<file path="config.mk">
export PLATFORM = sky130hd
export DESIGN_NAME = irq_sched
export DESIGN_NICKNAME = d
export VERILOG_FILES = /design/src/rtl/irq_sched.sv
export SDC_FILE = /design/constraint.sdc
export NUM_CORES = 1
export LEC_CHECK = 0
export BUFFER_PORTS_ARGS = -buffer_cell sky130_fd_sc_hd__buf_2
export CORE_AREA = 10 10 68 70
export DETAILED_ROUTE_END_ITERATION = 6
export DIE_AREA = 0 0 78 80
export MAX_ROUTING_LAYER = met4
export PLACE_DENSITY = 0.73
export SYNTH_ARGS = -nofsm -noshare
export SYNTH_HDL_FRONTEND = slang
export SYNTH_SLANG_ARGS = --single-unit
</file>
<file path="constraint.sdc">
create_clock -name clk -period 2.2 [get_ports clk]
set_clock_uncertainty 0.1 [all_clocks]
set_input_delay 0.22 -clock clk [delete_from_list [all_inputs] [get_ports clk]]
set_output_delay 0.22 -clock clk [all_outputs]
set_load 0.02 [all_outputs]
</file>
<file path="src/rtl/irq_sched.sv">
// irq_sched: sticky-pending interrupt scheduler with a mask, highest-index
// priority arbitration and a req/ack/eoi handshake towards the core.
module irq_sched #(
  parameter int NUM_SRC = 8,
  localparam int VEC_W = $clog2(NUM_SRC)
) (
  input  logic               clk,
  input  logic               rst,
  input  logic [NUM_SRC-1:0] irq_in,
  input  logic               mask_we,
  input  logic [NUM_SRC-1:0] mask_wdata,
  output logic               irq_req,
  output logic [VEC_W-1:0]   irq_vec,
  input  logic               irq_ack,
  input  logic               eoi,
  output logic [NUM_SRC-1:0] pending,
  output logic [NUM_SRC-1:0] mask,
  output logic [NUM_SRC-1:0] in_service
);

  typedef enum logic [1:0] {
    IDLE = 2'd0,
    REQ  = 2'd1,
    SVC  = 2'd2
  } state_t;

  state_t             state_reg;
  logic [NUM_SRC-1:0] irq_prev_reg;
  logic [NUM_SRC-1:0] edge_det;
  logic [NUM_SRC-1:0] elig;
  logic [VEC_W-1:0]   winner;
  logic [NUM_SRC-1:0] vec_onehot;
  logic [NUM_SRC-1:0] ack_clr;
  logic               ack_take;
  logic [NUM_SRC-1:0] pending_next;

  assign edge_det   = irq_in & ~irq_prev_reg;
  assign elig       = pending & ~mask;
  assign vec_onehot = NUM_SRC'(1) << irq_vec;
  // An ack only counts while a request is actually outstanding.
  assign ack_take   = (state_reg == REQ) && irq_ack;
  assign ack_clr    = ack_take ? vec_onehot : '0;
  // A new edge on the acknowledged source wins over the clear.
  assign pending_next = (pending & ~ack_clr) | edge_det;

  // Priority pick: ascending scan so the highest set index wins.
  always_comb begin
    winner = '0;
    for (int i = 0; i < NUM_SRC; i++) begin
      if (elig[i]) winner = VEC_W'(i);
    end
  end

  // Edge history, pending bits and mask register.
  always_ff @(posedge clk) begin
    irq_prev_reg <= irq_in;
    if (rst) begin
      pending <= '0;
      mask    <= '0;
    end else begin
      pending <= pending_next;
      if (mask_we) mask <= mask_wdata;
    end
  end

  // Handshake FSM with registered request, vector and in-service outputs.
  always_ff @(posedge clk) begin
    if (rst) begin
      state_reg  <= IDLE;
      irq_req    <= 1'b0;
      irq_vec    <= '0;
      in_service <= '0;
    end else begin
      case (state_reg)
        IDLE: begin
          if (elig != '0) begin
            irq_vec   <= winner;
            irq_req   <= 1'b1;
            state_reg <= REQ;
          end
        end
        REQ: begin
          // Vector stays frozen here even if priorities or mask change.
          if (irq_ack) begin
            irq_req    <= 1'b0;
            in_service <= vec_onehot;
            state_reg  <= SVC;
          end
        end
        SVC: begin
          if (eoi) begin
            in_service <= '0;
            state_reg  <= IDLE;
          end
        end
        default: begin
          irq_req    <= 1'b0;
          in_service <= '0;
          state_reg  <= IDLE;
        end
      endcase
    end
  end

endmodule
</file>
==> results of run 1 <==
[Yosys cell counts (2+ instances only)]
master and n:
sky130_fd_sc_hd__o21ai_2 2, sky130_fd_sc_hd__nand2b_1 3, sky130_fd_sc_hd__nand3_1 2, sky130_fd_sc_hd__a21oi_1 20
sky130_fd_sc_hd__nor2_1 18, sky130_fd_sc_hd__buf_2 4, sky130_fd_sc_hd__nand2b_4 2, sky130_fd_sc_hd__a31oi_1 2
sky130_fd_sc_hd__inv_1 4, sky130_fd_sc_hd__dfxtp_1 38, sky130_fd_sc_hd__nor2b_1 12, sky130_fd_sc_hd__nand2_1 16
sky130_fd_sc_hd__or3b_1 2, sky130_fd_sc_hd__o21ai_0 2, sky130_fd_sc_hd__mux2i_1 8, sky130_fd_sc_hd__a21bo_2 2
[final cells by class]
cell class,count,area [µm²],share of cell area (%)
Multi-Input combinational cell,105,673,34.3
Timing Repair Buffer,59,350,17.8
Tap cell,46,57.6,2.93
Inverter,4,15.0,0.765
Clock inverter,3,68.8,3.51
Clock buffer,5,37.5,1.91
Sequential cell,38,761,38.8
[worst max path at each step]
stage                             to  slack [ns]  depth (start not counted)
final                     irq_vec[1]        0.76                          4
after global routing      irq_vec[1]        0.67                          4
after CTS                 irq_vec[1]        0.76                          4
after detailed placement  irq_vec[1]        0.78                          4
after global placement    irq_vec[1]        0.82                          4
after floorplan           irq_vec[1]        0.70                          4
[metal layers]
metal,global-route usage (%),vias up
met5,-,-
met4,3.76,0
met3,5.74,5
met2,17.4,40
met1,14.2,553
li1,-,640
[power by group]
group / internal [mW] / switching (mW)
sequential: 0.736 / 0.0455
clock: 0.355 / 0.242
combinational: 0.123 / 0.150
total: 1.21 / 0.437
[worst min-delay path, delay by kind of cell]
family	cells	cell delay [ns]
buffers and inverters	1	0.07
muxes	1	0.05
and+or+nand+nor	1	0.08
[metrics by stage]
step           utilization, %  setup slack (ns)
4_1_cts                  59.8             0.760
5_1_grt                  59.8             0.667
2_1_floorplan               -             0.695
6_report                 59.8             0.762
3_3_place_gp             53.2             0.818
3_5_place_dp             53.2             0.779
[cell families after synthesis]
logic type / Yosys count / synth area share (%)
muxes: 9 / 6.17
buffers and inverters: 9 / 3.13
and+or+nand+nor: 62 / 22.7
AOI/OAI and AO/OA: 34 / 16.7
DFF: 38 / 51.4
==> results.md, run 1 <==
| Quantity | Value | Unit |
|---|---|---|
| Post-route antenna net violation count | 0 | - |
| Non-Filler Cell Area, Final | 0.00196 | mm² |
| Most frequent cells in the layout | sky130_fd_sc_hd__buf_2 (48), sky130_fd_sc_hd__dfxtp_1 (38), sky130_fd_sc_hd__a21oi_1 (20) | - |
| Register bit total from synthesis | 38 | - |
| Final hold slack | 0.0111 | ns |
| Commonest non-fill, non-tap cell in the layout | sky130_fd_sc_hd__buf_2 | - |
| Number of top-level design ports | 49 | - |
| Count of synthesis-stage warnings from yosys | 0 | - |
| Die width | 78 | µm |
| TritonCTS buffer count | 5 | - |
| Share of the synthesized area in the top cell type | 51.4 | % |
| Min-Delay Startpoint | mask_wdata[4] | - |
| Peak per-stage delay on the critical path | 0.37 | ns |
| Slowest stage cell on the critical path | sky130_fd_sc_hd__dfxtp_1 | - |
| Antenna diodes | 0 | - |
| Run status | complete, no violations | - |
| Endpoint of the worst-slack reg-to-reg timing path | irq_vec[1] | - |
| Final cell count without fillers | 260 | - |
| Number of iterations in the first detailed-routing pass | 4 | - |
| # H-tree levels | 2 | - |
| Total overflow reported by the global router | 0 | - |
| Final count of negative-setup-slack endpoints | 0 | - |
| Number of library cell types mapped by synthesis | 31 | - |
| Die height | 80 | µm |
| Async set-or-reset flop fraction in the synthesized netlist | 0 | % |
| TritonCTS clock tree | built | - |
| Post-Syn Instances | 152 | - |
| Arrival @ worst endpoint | 1.59 | ns |
| Number of flops mapped to enable cells by yosys | 0 | - |
| HP Class | input port to register | - |
| Critical-path maximum fanout | 4 | - |
| Top delay family on crit path | compound AO/OA/AOI/OAI gates | - |
| Number of vias in the routed layout | 1,238 | - |
| Share of synthesized area occupied by flip-flops and latches | 51.4 | % |
| Required arrival time at the worst endpoint | 2.35 | ns |
| Met1 routed wirelength after detailed routing | 1640 | µm |
| Count of buffers inserted at the top-level ports | 48 | - |
| Critical path launch point | mask[6] | - |
| Total length of routed met2 wires | 1600 | µm |
| Startpoint of the worst-slack reg-to-reg timing path | mask[6] | - |
| Final cycle utilization of the critical path | 65.4 | % |
| DRC violations left | 0 | - |
| Vias per cell | 4.76 | - |
| Routability-driven placement congestion ratio | 0.791 | - |
| Placed cell areas | 0.00175 | mm² |
| Worst hold path cell count | 3 | - |
| GR Util All Layers | 11.9 | % |
| Final Hold Violating Endpoints | 0 | - |
| Cell Rows | 21 | - |
| Wirelength per Cell | 13.6 | µm |
| Cell types occupying the most area after synthesis | sky130_fd_sc_hd__dfxtp_1 (51%), sky130_fd_sc_hd__a21oi_1 (6.8%), sky130_fd_sc_hd__mux2i_1 (5.4%) | - |
| Wire length reported by the detailed router | 3530 | µm |
| Count of maximum capacitance violations | 0 | - |
| Lkg Pwr | 0.888 | nW |
| Pin count of the biggest net entering global routing | 34 | - |
| Final count of pins violating max slew | 0 | - |
| Clock tree root driver cell | sky130_fd_sc_hd__clkbuf_4 | - |
| Destination of the worst hold path | mask[4] | - |
| Layout fillers | 304 | - |
| Initial antenna violation count | 0 | - |
| Area of the die | 0.00624 | mm² |
| Library cell occupying the most area in the post-synthesis netlist | sky130_fd_sc_hd__dfxtp_1 | - |
| Cells resized by post-CTS repair | 0 | - |
| Net count of the mapped netlist | 173 | - |
| Max Root-Sink Buffers | 2 | - |
| Post-Syn Area per Cell | 9.74 | µm² |
| Hold buffer count at cts | 11 | - |
| Top achievable clock speed | 695 | MHz |
| Highest Signal Layer | met4 | - |
| Syn-to-layout area delta | 32.6 | % |
| Ordered cell list for the critical path | nand2b_2 -> o2111ai_2 -> o21ai_2 -> mux2_1 | - |
| Unrepaired setup endpoints after global routing | false | - |
| Share of final-layout standard cells stronger than drive strength 1 | 31.3 | % |
| Final-layout setup total negative slack | 0 | ns |
| Starting DRT DRC Count | 95 | - |
| Worst Setup Start Kind | register | - |
| Tightest slew margin relative to the limit | 61.9 | % |
| Critical path endpoint category | register | - |
| Post-synth top flop | sky130_fd_sc_hd__dfxtp_1 | - |
| Bufs and invs on worst path | 0 | - |
| R2R cell count | 4 | - |
| Minimum period implied by the final worst setup slack | 1.44 | ns |
| Number of buffers inserted to repair setup after CTS | 0 | - |
| Peak supply drop | 0.000482 | V |
| Clk_lat worst skew | 0.35 | ns |
| Starting density of the core | 45.1 | % |
| Number of global-route vias before repair | 1,237 | - |
| Slew at the pin closest to its max-slew limit | 0.572 | ns |
| Syn Std Cell Area | 0.00148 | mm² |
| Total core area | 0.00328 | mm² |
| Register-to-register path setup slack | 0.76 | ns |
| Placed Cells | 241 | - |
| Final HPWL DP | 2690 | µm |
| Total power after layout | 1.65 | mW |
| Power density cells | 841 | mW/mm² |
| Clock Sink Count | 38 | - |
| Wire length of the first global-routing pass | 5740 | µm |
| Fin nets | 234 | - |
| Met3 layer wire length in the routed design | 244 | µm |
| Clock transition at path regs | 0.12 | ns |
| Critical path type | register to register | - |
Note: power is estimated with default switching activity, not from simulation.
==> run 2: changes to the inputs <==
--- a/config.mk
+++ b/config.mk
@@ -5,10 +5,11 @@
 export SDC_FILE = /design/constraint.sdc
 export NUM_CORES = 1
 export LEC_CHECK = 0
+export ABC_AREA = 1
 export BUFFER_PORTS_ARGS = -buffer_cell sky130_fd_sc_hd__buf_2
-export CORE_AREA = 10 10 68 70
+export CORE_AREA = 10 10 69 71
 export DETAILED_ROUTE_END_ITERATION = 6
-export DIE_AREA = 0 0 78 80
+export DIE_AREA = 0 0 79 81
 export MAX_ROUTING_LAYER = met4
 export PLACE_DENSITY = 0.73
 export SYNTH_ARGS = -nofsm -noshare
==> constraint.sdc (replaced) <==
create_clock -name clk -period 1.27 [get_ports clk]
set_clock_uncertainty 0.1 [all_clocks]
set_input_delay 0.127 -clock clk [delete_from_list [all_inputs] [get_ports clk]]
set_output_delay 0.127 -clock clk [all_outputs]
set_load 0.02 [all_outputs]
==> results.md, run 2 <==
| Quantity | Value | Unit |
|---|---|---|
| Final worst setup slack | 0.0694 | ns |
| Setup WS pre-CTS | 0.0492 | ns |
| Count of synthesis-stage warnings from yosys | 0 | - |
| Power density cells | 1340 | mW/mm² |
| Number of iterations in the first detailed-routing pass | 4 | - |
| Main combinational cell family by area after synthesis | simple AND/OR/NAND/NOR gates | - |
| Syn-to-layout area delta | 41.0 | % |
| Clock Sink Count | 38 | - |
| TritonCTS clock tree | built | - |
| Syn Std Cell Area | 0.00146 | mm² |
| Total core area | 0.00352 | mm² |
| Vias per cell | 4.39 | - |
| Antenna diodes | 0 | - |
| Initial antenna violation count | 0 | - |
| Final HPWL DP | 2790 | µm |
| Number of vias in the routed layout | 1,339 | - |
| GR Util All Layers | 12.4 | % |
| Top achievable clock speed | 833 | MHz |
| Clock transition at path regs | 0.11 | ns |
| Sequential share of power | 49.2 | % |
| Fin nets | 277 | - |
| Final-layout setup total negative slack | 0 | ns |
| Slowest stage cell on the critical path | sky130_fd_sc_hd__dfxtp_1 | - |
| # H-tree levels | 2 | - |
| Register bit total from synthesis | 38 | - |
| Lkg Pwr | 1.01 | nW |
| Starting density of the core | 41.5 | % |
| Die height | 81 | µm |
| Peak supply drop | 0.000802 | V |
| Arrival @ worst endpoint | 0.97 | ns |
| Share of the synthesized area in the top cell type | 52.0 | % |
| Fraction of the mapped netlist area in compound gates | 15.7 | % |
| Critical path endpoint category | primary output | - |
| Layout fillers | 354 | - |
| Share of final-layout standard cells stronger than drive strength 1 | 40.1 | % |
| Xor/xnor cell area share of the yosys netlist | 0 | % |
| Final cycle utilization of the critical path | 94.5 | % |
| Clock tree root driver cell | sky130_fd_sc_hd__clkbuf_4 | - |
| Async set-or-reset flop fraction in the synthesized netlist | 0 | % |
| Max Root-Sink Buffers | 2 | - |
| Count of maximum capacitance violations | 0 | - |
| Number of library cell types mapped by synthesis | 17 | - |
| Required arrival time at the worst endpoint | 1.04 | ns |
| Bufs and invs on worst path | 1 | - |
| Area of the die | 0.00640 | mm² |
| DRC violations left | 0 | - |
| Clk_lat worst skew | 0.35 | ns |
| Run status | complete, no violations | - |
| Total overflow reported by the global router | 0 | - |
| Share of synthesized area occupied by flip-flops and latches | 52.0 | % |
| Final core area utilization | 58.5 | % |
| Adder-cell share of the synthesized area | 0 | % |
| Final count of negative-setup-slack endpoints | 0 | - |
| Critical-path maximum fanout | 4 | - |
| Mux share of post-synthesis cell area | 0 | % |
| Die width | 79 | µm |
| Top-count cell post-synth | sky130_fd_sc_hd__nand2_1 | - |
| Net switching share of the total power | 30.0 | % |
| Library cell occupying the most area in the post-synthesis netlist | sky130_fd_sc_hd__dfxtp_1 | - |
| Post-route antenna net violation count | 0 | - |
| Pin count of the biggest net entering global routing | 21 | - |
| Commonest cells in the synthesized netlist | sky130_fd_sc_hd__nand2_1 (52), sky130_fd_sc_hd__dfxtp_1 (38), sky130_fd_sc_hd__inv_1 (24) | - |
| Ordered cell list for the critical path | buf_2 | - |
| Worst Setup Start Kind | register | - |
| Cell Rows | 22 | - |
| TritonCTS buffer count | 5 | - |
| Commonest non-fill, non-tap cell in the layout | sky130_fd_sc_hd__buf_2 | - |
| Switching power | 0.826 | mW |
| Wirelength per Cell | 12.3 | µm |
| Clock share of power | 29.4 | % |
| Peak per-stage delay on the critical path | 0.43 | ns |
| Critical path type | register to primary output | - |
| Cell types occupying the most area after synthesis | sky130_fd_sc_hd__dfxtp_1 (52%), sky130_fd_sc_hd__nand2_1 (13%), sky130_fd_sc_hd__a21oi_1 (6.8%) | - |
| Minimum period implied by the final worst setup slack | 1.20 | ns |
| Synthesized-area fraction occupied by and/or/nand/nor cells | 24.8 | % |
| HP Class | input port to register | - |
| Starting DRT DRC Count | 95 | - |
| Tightest slew margin relative to the limit | 73.0 | % |
| Number of flops mapped to enable cells by yosys | 0 | - |
| Routability-driven placement congestion ratio | 0.803 | - |
| Number of top-level design ports | 49 | - |
| Post-Syn Instances | 183 | - |
| Top delay family on crit path | flip-flops | - |
| Final Hold Violating Endpoints | 0 | - |
| Wire length of the first global-routing pass | 6220 | µm |
| Net count of the mapped netlist | 204 | - |
| Post-synth top flop | sky130_fd_sc_hd__dfxtp_1 | - |
| Count of buffers inserted at the top-level ports | 48 | - |
| Post-Syn Area per Cell | 7.99 | µm² |
| Number of global-route vias before repair | 1,353 | - |
| Final count of pins violating max slew | 0 | - |
| Internal power component | 1.93 | mW |
| Wire length reported by the detailed router | 3760 | µm |
| Combinational Power Share | 21.4 | % |
| Slew at the pin closest to its max-slew limit | 0.405 | ns |
| Most frequent cells in the layout | sky130_fd_sc_hd__buf_2 (48), sky130_fd_sc_hd__nand2_1 (45), sky130_fd_sc_hd__dfxtp_1 (27) | - |
-- run 2: final cells by class --
| cell class | instances | area (µm²) | share of cell area (%) |
|---|---|---|---|
| Inverter | 26 | 97.6 | 4.73 |
| Clock buffer | 5 | 37.5 | 1.82 |
| Timing Repair Buffer | 69 | 438 | 21.2 |
| Sequential cell | 38 | 774 | 37.6 |
| Clock inverter | 3 | 40.0 | 1.94 |
| Multi-Input combinational cell | 116 | 614 | 29.8 |
| Tap cell | 48 | 60.1 | 2.91 |
-- run 2: through the flow --
stage,std cells,cell area [µm²],power (mW),hold WS [ns]
6_report,305,2060,2.75,0.0167
3_3_place_gp,278,1770,1.90,0.144
3_5_place_dp,278,1770,1.91,0.146
2_1_floorplan,183,1460,1.72,0.0547
4_1_cts,302,2000,2.74,0.0102
5_1_grt,305,2060,2.91,0.0152
-- run 2: cell families after synthesis --
logic type             count (synthesis)
AO/OA/AOI/OAI                         39
AND/OR/NAND/NOR                       77
flip-flops                            38
buffers and inverters                 29
-- run 2: layer usage --
layer  wire length, µm  vias to the layer above  global-route usage, %
met1              1780                      579                   14.8
met3               250                        6                   4.97
met4                40                        0                   3.23
met2              1690                       39                   18.9
li1                  -                      715                      -
met5                 0                        -                      -
-- run 2: repair_timing --
action	4_1_cts	5_1_grt
setup endpoints to repair	0	9
hold buffers	16	0
hold endpoints to repair	24	0
gates resized for setup	0	20
buffers inserted	0	3
-- run 2: worst register-to-register path, cell delays in order, from the launching register on --
cell,delay (ns)
sky130_fd_sc_hd__dfxtp_1,0.37
sky130_fd_sc_hd__nor2_4,0.16
sky130_fd_sc_hd__nand2_4,0.08
sky130_fd_sc_hd__nor2_4,0.12
sky130_fd_sc_hd__nand2_1,0.11
sky130_fd_sc_hd__nand2_1,0.07
sky130_fd_sc_hd__a21oi_1,0.06
-- run 2: final timing paths --
kind	startpoint	endpoint	slack (ns)	depth (start not counted)
setup / recovery	irq_vec[2]	irq_vec[2]	0.07	1
hold / removal	irq_ack	state_reg[1]	0.02	3
setup reg to reg	state_reg[1]	pending[5]	0.10	6
hold reg to reg	irq_req	irq_req	0.37	2
-- run 2: power groups by stage --
stage | sequential [mW] | clock [mW] | combinational, mW
global placement | 1.37 | 0 | 0.527
detailed placement | 1.37 | 0 | 0.531
CTS | 1.35 | 0.823 | 0.569
global route | 1.37 | 0.888 | 0.655
finish | 1.36 | 0.809 | 0.590
floorplan | 1.45 | 0 | 0.278
